File: src/rtl/screen_ctrl_pkg.sv
// -----------------------------------------------------------------------------
// screen_ctrl_pkg
// Shared definitions for the game-screen sequencer:
//   - FSM state encodings (MENU/CD/PLAY/OVER)
//   - screen_sel codes (SCR_MENU/SCR_GAME/SCR_RESULT)
//   - stored image geometry and image index constants
//   - img_base(): word offset of a stored image in the overlay ROM
// -----------------------------------------------------------------------------
package screen_ctrl_pkg;

   typedef enum logic [1:0] {
      MENU = 2'd0,
      CD   = 2'd1,
      PLAY = 2'd2,
      OVER = 2'd3
   } state_t;

   localparam logic [1:0] SCR_MENU   = 2'd0;
   localparam logic [1:0] SCR_GAME   = 2'd1;
   localparam logic [1:0] SCR_RESULT = 2'd2;

   localparam int ROM_AW    = 20;
   localparam int IMG_WORDS = 104796;

   localparam int IMG_TITLE = 0;
   localparam int IMG_WIN_A = 1;
   localparam int IMG_WIN_B = 2;

   // Image k starts at k*IMG_WORDS; only ever called with constants.
   function automatic logic [ROM_AW-1:0] img_base(input int idx);
      return ROM_AW'(idx * IMG_WORDS);
   endfunction

endpackage

File: src/rtl/screen_ctrl_sync.sv
// -----------------------------------------------------------------------------
// sync_edge
// Two-flop synchronizer for an asynchronous level, followed by a rising-edge
// detector producing a single-cycle pulse in the i_clk domain.
// Ports:
//   i_clk    clock
//   i_rst_n  asynchronous active-low reset
//   i_async  asynchronous input level
//   o_rise   one-cycle pulse on each synchronized rising edge
// -----------------------------------------------------------------------------
module sync_edge (
   input  logic i_clk,
   input  logic i_rst_n,
   input  logic i_async,
   output logic o_rise
);

   logic r_meta;
   logic r_sync;
   logic r_sync_d;

   always_ff @(posedge i_clk or negedge i_rst_n) begin
      if (!i_rst_n) begin
         r_meta   <= 1'b0;
         r_sync   <= 1'b0;
         r_sync_d <= 1'b0;
      end else begin
         r_meta   <= i_async;
         r_sync   <= r_meta;
         r_sync_d <= r_sync;
      end
   end

   assign o_rise = r_sync & ~r_sync_d;

endmodule

File: src/rtl/screen_ctrl.sv
// -----------------------------------------------------------------------------
// screen_ctrl
// Game-screen sequencer. Once per frame (rising edge of vblnk_in) decides
// whether the VGA path shows the menu/result overlay or the live game, which
// stored image the overlay ROM reader fetches, and drives game enable/reset.
// All screen changes happen on a frame tick, so nothing tears mid-frame.
// Ports:
//   pclk          pixel clock
//   rst           asynchronous active-low reset
//   vblnk_in      vertical blank (pclk-synchronous); rising edge = frame tick
//   click_in      mouse left button level, asynchronous
//   game_over_in  one-cycle pulse: match finished
//   winner_in     0 = player A, 1 = player B; valid with game_over_in
//   screen_sel    0 overlay only, 1 game, 2 game + result overlay
//   overlay_en    overlay ROM reader enable
//   rom_base      word offset of the selected image
//   game_run      physics/scoring enable
//   game_reset    one-cycle pulse clearing game state
//   cd_digit      countdown digit (3,2,1), 0 when not counting
//   state_o       FSM state for debug
// -----------------------------------------------------------------------------
module screen_ctrl
   import screen_ctrl_pkg::*;
#(
   parameter int DIGIT_FRAMES = 60,
   parameter int OVER_FRAMES  = 300,
   parameter int CNT_W        = 9
) (
   input  logic              pclk,
   input  logic              rst,
   input  logic              vblnk_in,
   input  logic              click_in,
   input  logic              game_over_in,
   input  logic              winner_in,
   output logic [1:0]        screen_sel,
   output logic              overlay_en,
   output logic [ROM_AW-1:0] rom_base,
   output logic              game_run,
   output logic              game_reset,
   output logic [1:0]        cd_digit,
   output logic [2:0]        state_o
);

   localparam logic [CNT_W-1:0]  DIG_LAST  = CNT_W'(DIGIT_FRAMES - 1);
   localparam logic [CNT_W-1:0]  OVER_LAST = CNT_W'(OVER_FRAMES - 1);
   localparam logic [ROM_AW-1:0] ROM_TITLE = img_base(IMG_TITLE);
   localparam logic [ROM_AW-1:0] ROM_WIN_A = img_base(IMG_WIN_A);
   localparam logic [ROM_AW-1:0] ROM_WIN_B = img_base(IMG_WIN_B);

   // Elaboration-time guards on constant ranges.
   if (IMG_WIN_B * IMG_WORDS >= (1 << ROM_AW)) begin : g_rom_range_chk
      $error("screen_ctrl: largest image base does not fit in rom_base");
   end
   if ((DIGIT_FRAMES - 1 >= (1 << CNT_W)) || (OVER_FRAMES - 1 >= (1 << CNT_W))) begin : g_cnt_range_chk
      $error("screen_ctrl: CNT_W too narrow for frame counts");
   end

   logic             r_vblnk_d;
   logic             w_frame_tick;
   logic             w_click_evt;
   logic             r_click_pend;
   logic             r_over_pend;
   logic             r_win;
   logic             w_leave_play;

   state_t           r_state;
   state_t           w_state_nxt;
   logic [CNT_W-1:0] r_cnt;
   logic [CNT_W-1:0] w_cnt_nxt;
   logic [1:0]       r_digit;
   logic [1:0]       w_digit_nxt;
   logic             r_winner;
   logic             w_winner_nxt;
   logic             w_greset_nxt;

   logic [1:0]        w_scr_nxt;
   logic              w_ovl_nxt;
   logic [ROM_AW-1:0] w_rom_nxt;
   logic              w_run_nxt;
   logic [1:0]        w_cd_nxt;

   // ---- frame tick and input event capture ----
   sync_edge u_click_sync (
      .i_clk   (pclk),
      .i_rst_n (rst),
      .i_async (click_in),
      .o_rise  (w_click_evt)
   );

   always_ff @(posedge pclk or negedge rst) begin
      if (!rst) r_vblnk_d <= 1'b0;
      else      r_vblnk_d <= vblnk_in;
   end

   assign w_frame_tick = vblnk_in & ~r_vblnk_d;
   assign w_leave_play = (r_state == PLAY) && (w_state_nxt != PLAY);

   // Pending flags: a new event beats the tick clear, so an event landing in
   // the tick cycle is carried to the next tick rather than lost.
   always_ff @(posedge pclk or negedge rst) begin
      if (!rst) begin
         r_click_pend <= 1'b0;
         r_over_pend  <= 1'b0;
         r_win        <= 1'b0;
      end else begin
         if (w_click_evt)       r_click_pend <= 1'b1;
         else if (w_frame_tick) r_click_pend <= 1'b0;

         if (w_leave_play) begin
            r_over_pend <= 1'b0;
         end else if (game_over_in && (r_state == PLAY)) begin
            r_over_pend <= 1'b1;
            r_win       <= winner_in;
         end else if (w_frame_tick) begin
            r_over_pend <= 1'b0;
         end
      end
   end

   // ---- FSM: state register ----
   always_ff @(posedge pclk or negedge rst) begin
      if (!rst) begin
         r_state  <= MENU;
         r_cnt    <= '0;
         r_digit  <= 2'd0;
         r_winner <= 1'b0;
      end else begin
         r_state  <= w_state_nxt;
         r_cnt    <= w_cnt_nxt;
         r_digit  <= w_digit_nxt;
         r_winner <= w_winner_nxt;
      end
   end

   // ---- FSM: next state, evaluated only on frame ticks ----
   always_comb begin
      w_state_nxt  = r_state;
      w_cnt_nxt    = r_cnt;
      w_digit_nxt  = r_digit;
      w_winner_nxt = r_winner;
      w_greset_nxt = 1'b0;
      if (w_frame_tick) begin
         case (r_state)
            MENU: begin
               if (r_click_pend) begin
                  w_state_nxt  = CD;
                  w_cnt_nxt    = '0;
                  w_digit_nxt  = 2'd3;
                  w_greset_nxt = 1'b1;
               end
            end
            CD: begin
               if (r_cnt == DIG_LAST) begin
                  w_cnt_nxt = '0;
                  if (r_digit == 2'd1) begin
                     w_state_nxt = PLAY;
                     w_digit_nxt = 2'd0;
                  end else begin
                     w_digit_nxt = r_digit - 2'd1;
                  end
               end else begin
                  w_cnt_nxt = r_cnt + CNT_W'(1);
               end
            end
            PLAY: begin
               if (r_over_pend) begin
                  w_state_nxt  = OVER;
                  w_cnt_nxt    = '0;
                  w_winner_nxt = r_win;
               end
            end
            OVER: begin
               // Click and timeout together still yield one return to MENU.
               if (r_click_pend || (r_cnt == OVER_LAST)) begin
                  w_state_nxt = MENU;
                  w_cnt_nxt   = '0;
               end else begin
                  w_cnt_nxt = r_cnt + CNT_W'(1);
               end
            end
            default: w_state_nxt = MENU;
         endcase
      end
   end

   // ---- output decode from next state ----
   always_comb begin
      w_scr_nxt = SCR_MENU;
      w_ovl_nxt = 1'b1;
      w_rom_nxt = ROM_TITLE;
      w_run_nxt = 1'b0;
      w_cd_nxt  = 2'd0;
      case (w_state_nxt)
         MENU: ;
         CD: begin
            w_scr_nxt = SCR_GAME;
            w_ovl_nxt = 1'b0;
            w_cd_nxt  = w_digit_nxt;
         end
         PLAY: begin
            w_scr_nxt = SCR_GAME;
            w_ovl_nxt = 1'b0;
            w_run_nxt = 1'b1;
         end
         OVER: begin
            w_scr_nxt = SCR_RESULT;
            w_rom_nxt = w_winner_nxt ? ROM_WIN_B : ROM_WIN_A;
         end
         default: ;
      endcase
   end

   // ---- registered outputs, visible the cycle after the tick ----
   always_ff @(posedge pclk or negedge rst) begin
      if (!rst) begin
         screen_sel <= SCR_MENU;
         overlay_en <= 1'b1;
         rom_base   <= '0;
         game_run   <= 1'b0;
         game_reset <= 1'b0;
         cd_digit   <= 2'd0;
      end else begin
         screen_sel <= w_scr_nxt;
         overlay_en <= w_ovl_nxt;
         rom_base   <= w_rom_nxt;
         game_run   <= w_run_nxt;
         game_reset <= w_greset_nxt;
         cd_digit   <= w_cd_nxt;
      end
   end

   assign state_o = {1'b0, r_state};

endmodule

File: config.mk
export PLATFORM = sky130hd
export DESIGN_NAME = screen_ctrl
export DESIGN_NICKNAME = d
export VERILOG_FILES = /design/src/rtl/screen_ctrl_pkg.sv /design/src/rtl/screen_ctrl_sync.sv /design/src/rtl/screen_ctrl.sv
export SDC_FILE = /design/constraint.sdc
export NUM_CORES = 1
export LEC_CHECK = 0
export BUFFER_PORTS_ARGS = -buffer_cell sky130_fd_sc_hd__buf_2
export CORE_MARGIN = 3
export CORE_UTILIZATION = 25
export DETAILED_ROUTE_END_ITERATION = 10
export MAX_ROUTING_LAYER = met4
export PLACE_DENSITY = 0.47
export SYNTH_ARGS = -nofsm -noshare
export SYNTH_HDL_FRONTEND = slang
export SYNTH_HIERARCHICAL = 1
export SYNTH_SLANG_ARGS = --single-unit
export TNS_END_PERCENT = 50
File: constraint.sdc
create_clock -name pclk -period 3.4 [get_ports pclk]
set_clock_uncertainty 0.05 [all_clocks]
set_input_delay 0.17 -clock pclk [delete_from_list [all_inputs] [get_ports pclk]]
set_output_delay 0.17 -clock pclk [all_outputs]
set_load 0.02 [all_outputs]
### Word level (Yosys, flattened, before mapping)

Index checks and enable logic that the tools add are counted.

* output and inout bits: 30
* bits in registers: 48
* bits of input ports: 6

* muxes and demuxes: 33
* reductions and logical operators: 9
* bitwise gates (word level): 5
* $add $sub $neg: 2
* eq/ne operators: 12

Operators by type and width (count)
* $mux 18: 2
* $mux 9: 4
* $pmux 9 s4: 1
* $mux 2: 11
* $mux 1: 12
* $add 9x1->9 const B: 1
* $eq 9x6->1 const B: 1
* $eq 9x9->1 const B: 1
* $eq 2x2->1 const B: 4
* $pmux 2 s2: 2
* $pmux 2 s4: 1
* $eq 2x1->1 const B: 3
* $ne 2x2->1 const B: 3
* $not 1->1: 3
* $reduce_and 3->1: 1
* $reduce_bool 3->1: 1
* $and 1x1->1: 2
* $logic_and 1x1->1: 2
* $logic_not 2->1: 1
* $reduce_and 2->1: 1
* $reduce_bool 2->1: 1
* $reduce_or 2->1: 1
* $sub 2x1->2 const B: 1
* $logic_or 1x1->1: 1

### Logic depth before layout (Yosys ltp)

Gate-level depths: netlist of run 1.

* depth in word-level cells: 9
* gate-level depth with buffers: 8
* depth with buffers taken out: 8

### Hierarchy

The synthesis of run 1 kept the hierarchy.

Modules (own cells, without submodules)
* screen_ctrl: cells each 147, times used 1, seq. area each 676.9 um^2, area an instance 1531.5 um^2
* sync_edge: cells each 4, times used 1, seq. area each 75.1 um^2, area an instance 88.8 um^2

### Worst setup path before layout of run 1

OpenSTA, ideal clock, no wires.

* kind: reg-to-reg
* start point: register r_cnt[0]
* end point: register r_win
* arrival: 2123 ps
* setup time: 125 ps
* stages on the path, launching flop included: 9
* buffers on the path: 0
* period minus slack after synthesis: 2297 ps
* required time: 3225 ps
* slack: 1103 ps
* cells stage by stage: dfrtp_1 -> ha_1 -> and4b_1 -> and2_1 -> and3_1 -> o31a_1 -> ha_1 -> nand3_1 -> mux2_2

* longest elaborated chain between the ends: 9

Ends and longest elaborated chain
* start, declared: line screen_ctrl.sv:68 `logic [CNT_W-1:0] r_cnt;`
* start signal, assigned: line screen_ctrl.sv:129 `r_cnt <= w_cnt_nxt;`
* $eq 9x9->1: line screen_ctrl.sv:174 `if (r_click_pend || (r_cnt == OVER_LAST)) begin`
* $logic_or 1x1->1: line screen_ctrl.sv:174
* $mux 2: line screen_ctrl.sv:174
* $pmux 2 s4 *: line screen_ctrl.sv:143 `case (r_state)`
* $mux 2 *: line screen_ctrl.sv:142 `if (w_frame_tick) begin`
* named net w_state_nxt[1]: line screen_ctrl.sv:67 `state_t w_state_nxt;`
* $ne 2x2->1 *: line screen_ctrl.sv:96 `assign w_leave_play = (r_state == PLAY) && (w_state_nxt != PLAY);`
* $logic_and 1x1->1 *: line screen_ctrl.sv:96
* $not 1->1 (no line) *
* $reduce_and 2->1 (no line) *
* end signal, assigned: line screen_ctrl.sv:113 `r_win <= winner_in;`
* end, declared: line screen_ctrl.sv:63 `logic r_win;`

Mark *: on every way through the listed nets, which the timed path passes. The rest lies on a longest branch.
A chain may end at the register's enable or synchronous reset.

### Final worst setup path of run 1

Same ends and word-level chain as after synthesis.

==> tab_implementation.tex, run 1 <==
\begin{tabular}{lr}
\hline
Metric & Value \\
\hline
\multicolumn{2}{l}{\textbf{Setup path}} \\
\quad CP startpoint & r\_cnt[0] \\
\quad Launch point of the worst reg-to-reg path & r\_cnt[0] \\
\quad Maximum single-stage delay on the critical path & 410 ps \\
\quad Critical-path top delay cell & dfrtp\_1 \\
\quad Worst setup path endpoint & r\_win \\
\quad Signal arrival time at the worst endpoint & 2580 ps \\
\quad Critical Path Sink Type & flip-flop \\
\quad Sequence of cells on the critical path & ha\_1 -> and4b\_1 -> and2\_1 -> and3\_1 -> o31a\_1 -> ha\_1 -> nand3\_1 -> mux2\_2 \\
\quad Critical path required time & 3510 ps \\
\quad Classification of the worst setup path & flip-flop to flip-flop \\
\quad Kind of launch point of the worst setup path & flip-flop \\
\quad Flop-to-flop setup slack & 930 ps \\
\quad Reg-to-reg critical path endpoint & r\_win \\
\quad Most frequent cell on the critical path & ha\_1 \\
\quad CP Max Fanout & 6 \\
\quad Logic depth of the worst register-to-register path & 8 \\
\multicolumn{2}{l}{\textbf{CTS}} \\
\quad Clk buf depth & 2 \\
\quad Cell at the root of the clock tree & clkbuf\_8 \\
\quad Clock slew at reported path FFs & 60 ps \\
\quad Total number of H-tree levels & 2 \\
\quad Clock latency reported for the late side of the worst-skew pair & 280 ps \\
\quad Buffer count from post-CTS setup fixing & 0 \\
\quad Clock tree from TritonCTS & yes \\
\quad Cts bufs inserted & 5 \\
\quad Number of sinks driven by the clock tree & 30 \\
\multicolumn{2}{l}{\textbf{STA}} \\
\quad Minimum period implied by the final worst setup slack & 2470 ps \\
\quad Worst-Margin Slew & 757.1 ps \\
\quad Setup repair after global routing missed its margin & no \\
\quad Ratio of final minimum period to clock period & 72.64\% \\
\quad Hold slack final & 15.64 ps \\
\quad Slew Viols, Final & 0 \\
\quad Count of final hold-check violations & 0 \\
\quad Final count of negative-setup-slack endpoints & 0 \\
\quad Setup slack of the critical path after layout & 930.3 ps \\
\quad TNS Setup & 0 ps \\
\quad Worst rel slew slack & 49.42\% \\
\quad FMAX & 404.9 MHz \\
\multicolumn{2}{l}{\textbf{Floorplanning}} \\
\quad Floorplan die width & 86.51 um \\
\quad Number of primary I/O pins & 36 \\
\quad Die span in y & 86.51 um \\
\quad Initial Util & 26.58\% \\
\quad Die ar. & 7483 sq um \\
\quad Area of the placeable core & 6096 sq um \\
\quad Placement row count & 28 \\
\multicolumn{2}{l}{\textbf{Routing}} \\
\quad DRC errors left & 0 \\
\quad Routed wire length per instance & 12.43 um \\
\quad Count of vias placed by the detailed router & 1139 \\
\quad Antenna Violating Nets Remaining & 0 \\
\quad Ratio of routed vias to standard cells & 4.593 \\
\quad WL final & 3.083 mm \\
\quad Number of detailed-route iterations in the first pass & 4 \\
\quad Initial DRC Count & 40 \\
\multicolumn{2}{l}{\textbf{Pwr}} \\
\quad Relative contribution of the clock network to total power & 20.9\% \\
\quad Combinational fraction of design power & 40.8\% \\
\quad Cell internal power dissipation & 0.8057 mW \\
\quad Sequential fraction of design power & 38.3\% \\
\quad Worst IR Drop VDD & 0.0003424 V \\
\quad Pwr dens & 746.5 nW/um\^{}2 \\
\quad Static leakage & 0.8987 nW \\
\quad Fraction of power spent switching nets & 41.04\% \\
\quad Net Sw Power & 0.5608 mW \\
\quad Pwr Total & 1.367 mW \\
\multicolumn{2}{l}{\textbf{Place}} \\
\quad Post-Place Setup Slack & 943.4 ps \\
\quad Final HPWL DP & 2.196 mm \\
\quad Final weighted congestion of routability-driven global placement & 0.7624 \\
\quad Cell area after placement & 1720 sq um \\
\quad Quantity of I/O buffers inserted on ports & 28 \\
\quad Post-Place Cells & 238 \\
\multicolumn{2}{l}{\textbf{Cells and area}} \\
\quad End-of-flow core utilization & 30.03\% \\
\quad Area growth from synthesis to layout & 12.97\% \\
\quad Register cell area after layout & 752.0 sq um \\
\quad Proportion of layout cells with a drive suffix above 1 & 25.43\% \\
\quad Number of non-filler instances in the completed layout & 248 \\
\quad Count of fill cells added during filler insertion & 665 \\
\quad Diodes inserted & 0 \\
\quad Final \#Nets & 183 \\
\quad Total area of multi-input combinational cells & 700.7 sq um \\
\quad Post-Layout Inst Area & 1831 sq um \\
\multicolumn{2}{l}{\textbf{Yosys}} \\
\quad Area contributors post-synth & dfrtp\_1 (45\%), buf\_4 (9.3\%), ha\_1 (3.9\%) \\
\quad Synth async-reset ratio & 100.0\% \\
\quad Dominant cell by count in the synthesized netlist & dfrtp\_1 \\
\quad Summed instance area of the synthesized netlist & 1620 sq um \\
\quad Commonest cells in the netlist & dfrtp\_1 (29), buf\_4 (20), nor2\_1 (9) \\
\quad Synth warn & 6 \\
\quad \#FFs+latches synth & 30 \\
\quad Cell taking the most area after synthesis & dfrtp\_1 \\
\quad Area share of the largest cell type after synthesis & 44.79\% \\
\quad Number of instances in the synthesized netlist & 151 \\
\quad Syn avg cell area & 10.73 sq um \\
\quad Synth Flop Type & dfrtp\_1 \\
\quad EDFF count, synth & 0 \\
\quad Synth cell types & 44 \\
\quad Sequential fraction of the synthesis area & 46.41\% \\
\multicolumn{2}{l}{\textbf{Run}} \\
\quad \# Max-Cap Violations & 0 \\
\multicolumn{2}{l}{\textbf{GRT}} \\
\quad Sum of overflow across all layers after global routing & 0 \\
\quad Number of antenna violations at the first check in global routing & 0 \\
\quad Via count of the first global-routing pass & 1076 \\
\quad Wire length of the first global-routing pass & 5.237 mm \\
\quad Largest net degree at the start of global routing & 31 \\
\quad Aggregate global-route resource usage & 9.156\% \\
\multicolumn{2}{l}{\textbf{Worst hold path}} \\
\quad Worst hold-check path type & input pin to flip-flop \\
\multicolumn{2}{l}{\textbf{Status}} \\
\quad Outcome & complete, no violations \\
\hline
\end{tabular}
## logic make-up after synthesis
kind of cell	after synthesis	share of synthesized area, %
and+or+nand+nor	49	19.46
DFF	30	46.41
buffers and inverters	30	11.74
AOI/OAI and AO/OA	26	12.51
xor gates and xnor gates	7	3.784
adders and majority gates	5	3.861
muxes	3	2.008
other	1	0.2314
## worst min-delay path by stage
| stage | startpoint | to | slack (ps) | cells after the start |
|---|---|---|---|---|
| finish | vblnk_in | r_vblnk_d | 20 | 1 |
| global route | vblnk_in | r_vblnk_d | 20 | 1 |
| CTS | vblnk_in | r_vblnk_d | 10 | 1 |
| detailed placement | rst | screen_sel[0] | 210 | 1 |
| global placement | rst | cd_digit[1] | 200 | 1 |
| floorplan | rst | cd_digit[0] | -180 | 0 |
## per-layer routing
layer | share of wire, % | global-route usage [%] | up-vias | routed length [um]
li1 | - | - | 546 | -
met1 | 46 | 11.73 | 553 | 1426
met2 | 46 | 13.42 | 37 | 1406
met3 | 7.3 | 3.042 | 3 | 226
met4 | 0.75 | 3.399 | 0 | 23
met5 | 0 | - | - | 0
## placed cells by master (no fill, tap or decap), types with 6 or more instances in the layout
| cell | count |
|---|---|
| xor2_1 | 7 |
| conb_1 | 7 |
| buf_2 | 28 |
| nor2_1 | 9 |
| nand2_1 | 6 |
| dfrtp_1 | 29 |
| and2_1 | 7 |
| clkbuf_8 | 6 |
| inv_1 | 7 |
## registers in the layout, indices dropped and copies added, names as in the netlist
register and count:
r_win 1, r_cnt 9, screen_sel 2, r_over_pend 1
r_digit 2, game_reset 1, u_click_sync/r_sync 1, overlay_en 1
r_click_pend 1, u_click_sync/r_sync_d 1, cd_digit 2, u_click_sync/r_meta 1
r_vblnk_d 1, rom_base 2, game_run 1, r_state 2
r_winner 1
## layout make-up
type,instances,share of cell area (%)
Sequential cell,30,41.08
Timing Repair Buffer,31,9.159
Multi-Input combinational cell,97,38.28
Clock buffer,8,4.921
Inverter,7,1.435
Tap cell,75,5.126
## repair_timing
| action | in CTS | in global routing |
|---|---|---|
| gates resized for setup | 0 | 0 |
| endpoints found under the hold margin | 30 | 0 |
| hold buffers | 2 | 0 |
## worst max-delay path, delay by kind of cell (launching register included)
family | cells | cell delay, ps
AOI/OAI and AO/OA | 1 | 310
adders and majority gates | 2 | 520
DFF | 1 | 410
muxes | 1 | 330
and+or+nand+nor | 4 | 720
## power groups by stage
| stage | logic [mW] | clock network, mW | registers, mW |
|---|---|---|---|
| final | 0.557 | 0.286 | 0.523 |
| after global routing | 0.624 | 0.323 | 0.538 |
| after CTS | 0.565 | 0.302 | 0.525 |
| after detailed placement | 0.559 | 0 | 0.531 |
| after global placement | 0.563 | 0 | 0.528 |
| after floorplan | 0.416 | 0 | 0.573 |
No activity file was read; power rests on OpenSTA's default activity.
==> run 2: changes to the inputs <==
- ABC_AREA: not set -> 1
- PLACE_DENSITY: 0.47 -> 0.48
- clock period: 3.4 -> 2.1 ns (I/O delays scaled with it)
==> tab_implementation.tex, run 2 <==
\begin{tabular}{lr}
\hline
Metric & Value \\
\hline
\multicolumn{2}{l}{\textbf{Status}} \\
\quad Outcome & complete, no violations \\
\multicolumn{2}{l}{\textbf{Routing}} \\
\quad Number of detailed-route iterations in the first pass & 4 \\
\quad DRC errors left & 0 \\
\quad Ratio of routed vias to standard cells & 4.092 \\
\quad Initial DRC Count & 14 \\
\quad Count of vias placed by the detailed router & 1195 \\
\quad Antenna Violating Nets Remaining & 0 \\
\quad Routed wire length per instance & 10.46 um \\
\quad WL final & 3.053 mm \\
\multicolumn{2}{l}{\textbf{Cells and area}} \\
\quad Area growth from synthesis to layout & 15.70\% \\
\quad Most frequent standard cell in the layout excluding fill and tap cells & nand2\_1 \\
\quad Commonest cells after routing, fill and taps aside & nand2\_1 (32), buf\_2 (28), dfrtp\_1 (27), inv\_1 (25), nor2\_1 (22) \\
\quad Proportion of layout cells with a drive suffix above 1 & 31.34\% \\
\quad Count of fill cells added during filler insertion & 644 \\
\quad Post-Layout Inst Area & 1899 sq um \\
\quad Register containing the most flip-flops in the final layout & r\_cnt \\
\quad Max reg flops & 9 \\
\quad Diodes inserted & 0 \\
\quad Final \#Nets & 227 \\
\quad End-of-flow core utilization & 30.98\% \\
\multicolumn{2}{l}{\textbf{Yosys}} \\
\quad Sequential fraction of the synthesis area & 45.81\% \\
\quad Area contributors post-synth & dfrtp\_1 (44\%), buf\_4 (8.7\%), nand2\_1 (7.5\%) \\
\quad Area share of the largest cell type after synthesis & 44.21\% \\
\quad Synth warn & 6 \\
\quad Syn avg cell area & 8.595 sq um \\
\quad Cell taking the most area after synthesis & dfrtp\_1 \\
\quad Commonest cells in the netlist & nand2\_1 (33), dfrtp\_1 (29), inv\_1 (25), nor2\_1 (22), buf\_4 (19) \\
\quad Synth cell types & 28 \\
\quad Dominant cell by count in the synthesized netlist & nand2\_1 \\
\quad Summed instance area of the synthesized netlist & 1642 sq um \\
\quad EDFF count, synth & 0 \\
\quad \#FFs+latches synth & 30 \\
\quad Synth async-reset ratio & 100.0\% \\
\quad Synth Flop Type & dfrtp\_1 \\
\quad Number of instances in the synthesized netlist & 191 \\
\multicolumn{2}{l}{\textbf{Floorplanning}} \\
\quad Number of primary I/O pins & 36 \\
\quad Floorplan die width & 87.03 um \\
\quad Initial Util & 26.78\% \\
\quad Die span in y & 87.03 um \\
\quad Die ar. & 7574 sq um \\
\quad Placement row count & 28 \\
\quad Area of the placeable core & 6131 sq um \\
\multicolumn{2}{l}{\textbf{Place}} \\
\quad Final weighted congestion of routability-driven global placement & 0.7619 \\
\quad Cell area after placement & 1752 sq um \\
\quad Final HPWL DP & 2.356 mm \\
\quad Quantity of I/O buffers inserted on ports & 28 \\
\multicolumn{2}{l}{\textbf{Setup path}} \\
\quad Logic depth of the worst register-to-register path & 11 \\
\quad Kind of launch point of the worst setup path & flip-flop \\
\quad Worst setup path endpoint & r\_win \\
\quad Critical Path Sink Type & flip-flop \\
\quad Critical path required time & 2220 ps \\
\quad Signal arrival time at the worst endpoint & 2030 ps \\
\quad Flop-to-flop setup slack & 190 ps \\
\quad CP Max Fanout & 4 \\
\quad Reg-to-reg critical path endpoint & r\_win \\
\quad CP startpoint & r\_cnt[1] \\
\quad Launch point of the worst reg-to-reg path & r\_cnt[1] \\
\quad Classification of the worst setup path & flip-flop to flip-flop \\
\multicolumn{2}{l}{\textbf{GRT}} \\
\quad Wire length of the first global-routing pass & 5.188 mm \\
\quad Number of antenna violations at the first check in global routing & 0 \\
\quad Via count of the first global-routing pass & 1107 \\
\quad Largest net degree at the start of global routing & 31 \\
\quad Aggregate global-route resource usage & 9.071\% \\
\quad Sum of overflow across all layers after global routing & 0 \\
\multicolumn{2}{l}{\textbf{STA}} \\
\quad FMAX & 523.9 MHz \\
\quad Minimum period implied by the final worst setup slack & 1909 ps \\
\quad Worst-Margin Slew & 671.9 ps \\
\quad Worst rel slew slack & 55.21\% \\
\quad Final count of negative-setup-slack endpoints & 0 \\
\quad Count of final hold-check violations & 0 \\
\quad Slew Viols, Final & 0 \\
\quad Setup repair after global routing missed its margin & no \\
\quad Ratio of final minimum period to clock period & 90.90\% \\
\quad TNS Setup & 0 ps \\
\quad Hold slack final & 22.41 ps \\
\multicolumn{2}{l}{\textbf{CTS}} \\
\quad Clock slew at reported path FFs & 70 ps \\
\quad Number of sinks driven by the clock tree & 30 \\
\quad Cell at the root of the clock tree & clkbuf\_8 \\
\quad Clock latency reported for the late side of the worst-skew pair & 280 ps \\
\quad Clk buf depth & 2 \\
\quad Total number of H-tree levels & 2 \\
\quad Clock tree from TritonCTS & yes \\
\quad Cts bufs inserted & 5 \\
\multicolumn{2}{l}{\textbf{Pwr}} \\
\quad Static leakage & 0.9717 nW \\
\quad Pwr dens & 1190 nW/um\^{}2 \\
\quad Pwr Total & 2.260 mW \\
\quad Worst IR Drop VDD & 0.0004803 V \\
\multicolumn{2}{l}{\textbf{Run}} \\
\quad \# Max-Cap Violations & 0 \\
\multicolumn{2}{l}{\textbf{Worst hold path}} \\
\quad Worst hold-check path type & input pin to flip-flop \\
\hline
\end{tabular}
[run 2: changes by cell type in the layout (fill, tap and decap cells not counted), moves of 7 or more]
cell	previous run	this run
nand2_1	6	32
inv_1	7	25
nor2_1	9	22
nand2_2	0	8
nor2_2	0	8
and2_1	7	0
[run 2: stage by stage]
stage / setup slack (ps) / cells
2_1_floorplan: 340.8 / 197
3_3_place_gp: 145.7 / 281
3_5_place_dp: 143.3 / 281
4_1_cts: 129.1 / 292
5_1_grt: 6.081 / 292
6_report: 191.1 / 292
[run 2: cell families (layout without fill, tap and decap cells)]
| group | after synthesis | in the layout | synth area share [%] |
|---|---|---|---|
| flip-flops | 30 | 30 | 45.81 |
| other | 1 | 7 | 0.2284 |
| adder cells (fa/ha/maj) | 5 | 5 | 3.811 |
| AO/OA/AOI/OAI | 17 | 17 | 6.098 |
| buffers and inverters | 46 | 66 | 15.32 |
| AND/OR/NAND/NOR | 89 | 89 | 27.13 |
| XOR/XNOR | 3 | 3 | 1.601 |
[run 2: power breakdown]
group / switching, mW / internal, mW / leakage, nW / total, mW
registers: 0.105 / 0.729 / 0.374 / 0.834
clock network: 0.205 / 0.229 / 0.0450 / 0.434
logic: 0.678 / 0.314 / 0.553 / 0.992
[run 2: per-layer routing]
| metal | up-vias | part of all wire [%] | track usage [%] |
|---|---|---|---|
| met5 | - | 0 | - |
| met4 | 0 | 1.1 | 3.824 |
| met3 | 4 | 5.0 | 2.649 |
| met2 | 31 | 42 | 12.91 |
| met1 | 544 | 52 | 11.96 |
| li1 | 616 | - | - |
[run 2: area by class of cell]
| type | count | area, sq um | share of cell area [%] |
|---|---|---|---|
| timing repair buffer | 32 | 177.7 | 9.354 |
| tap | 75 | 93.84 | 4.941 |
| multi-input combinational | 121 | 693.2 | 36.50 |
| sequential | 30 | 754.5 | 39.72 |
| clock buffer | 6 | 72.57 | 3.821 |
| inverter | 26 | 97.59 | 5.138 |
| clock inverter | 2 | 10.01 | 0.5270 |
[run 2: worst min-delay path by stage]
stage,depth (start not counted),from,slack [ps],endpoint
6_report,3,winner_in,20,r_win
5_1_grt,3,winner_in,40,r_win
4_1_cts,3,winner_in,20,r_win
3_5_place_dp,1,rst,140,u_click_sync/r_sync
3_3_place_gp,1,rst,140,u_click_sync/r_sync
2_1_floorplan,0,rst,-240,cd_digit[0]
[run 2: worst max-delay path, stage by stage, from the launching register on]
cell and delay, ps:
dfrtp_2 400, ha_4 150, nand2_2 70, nor3_4 250
nand3_1 100, nand2_1 70, nand3_1 100, a21oi_2 160
ha_2 210, nand3_2 90, nor2_1 120, a21oi_1 50
[run 2: timing repair]
| action | 4_1_cts | 5_1_grt |
|---|---|---|
| endpoints found under the hold margin | 31 | 0 |
| buffers inserted | 0 | 0 |
| hold buffers | 3 | 0 |
| endpoints found under the setup margin | 0 | 6 |
| resized for setup | 0 | 11 |
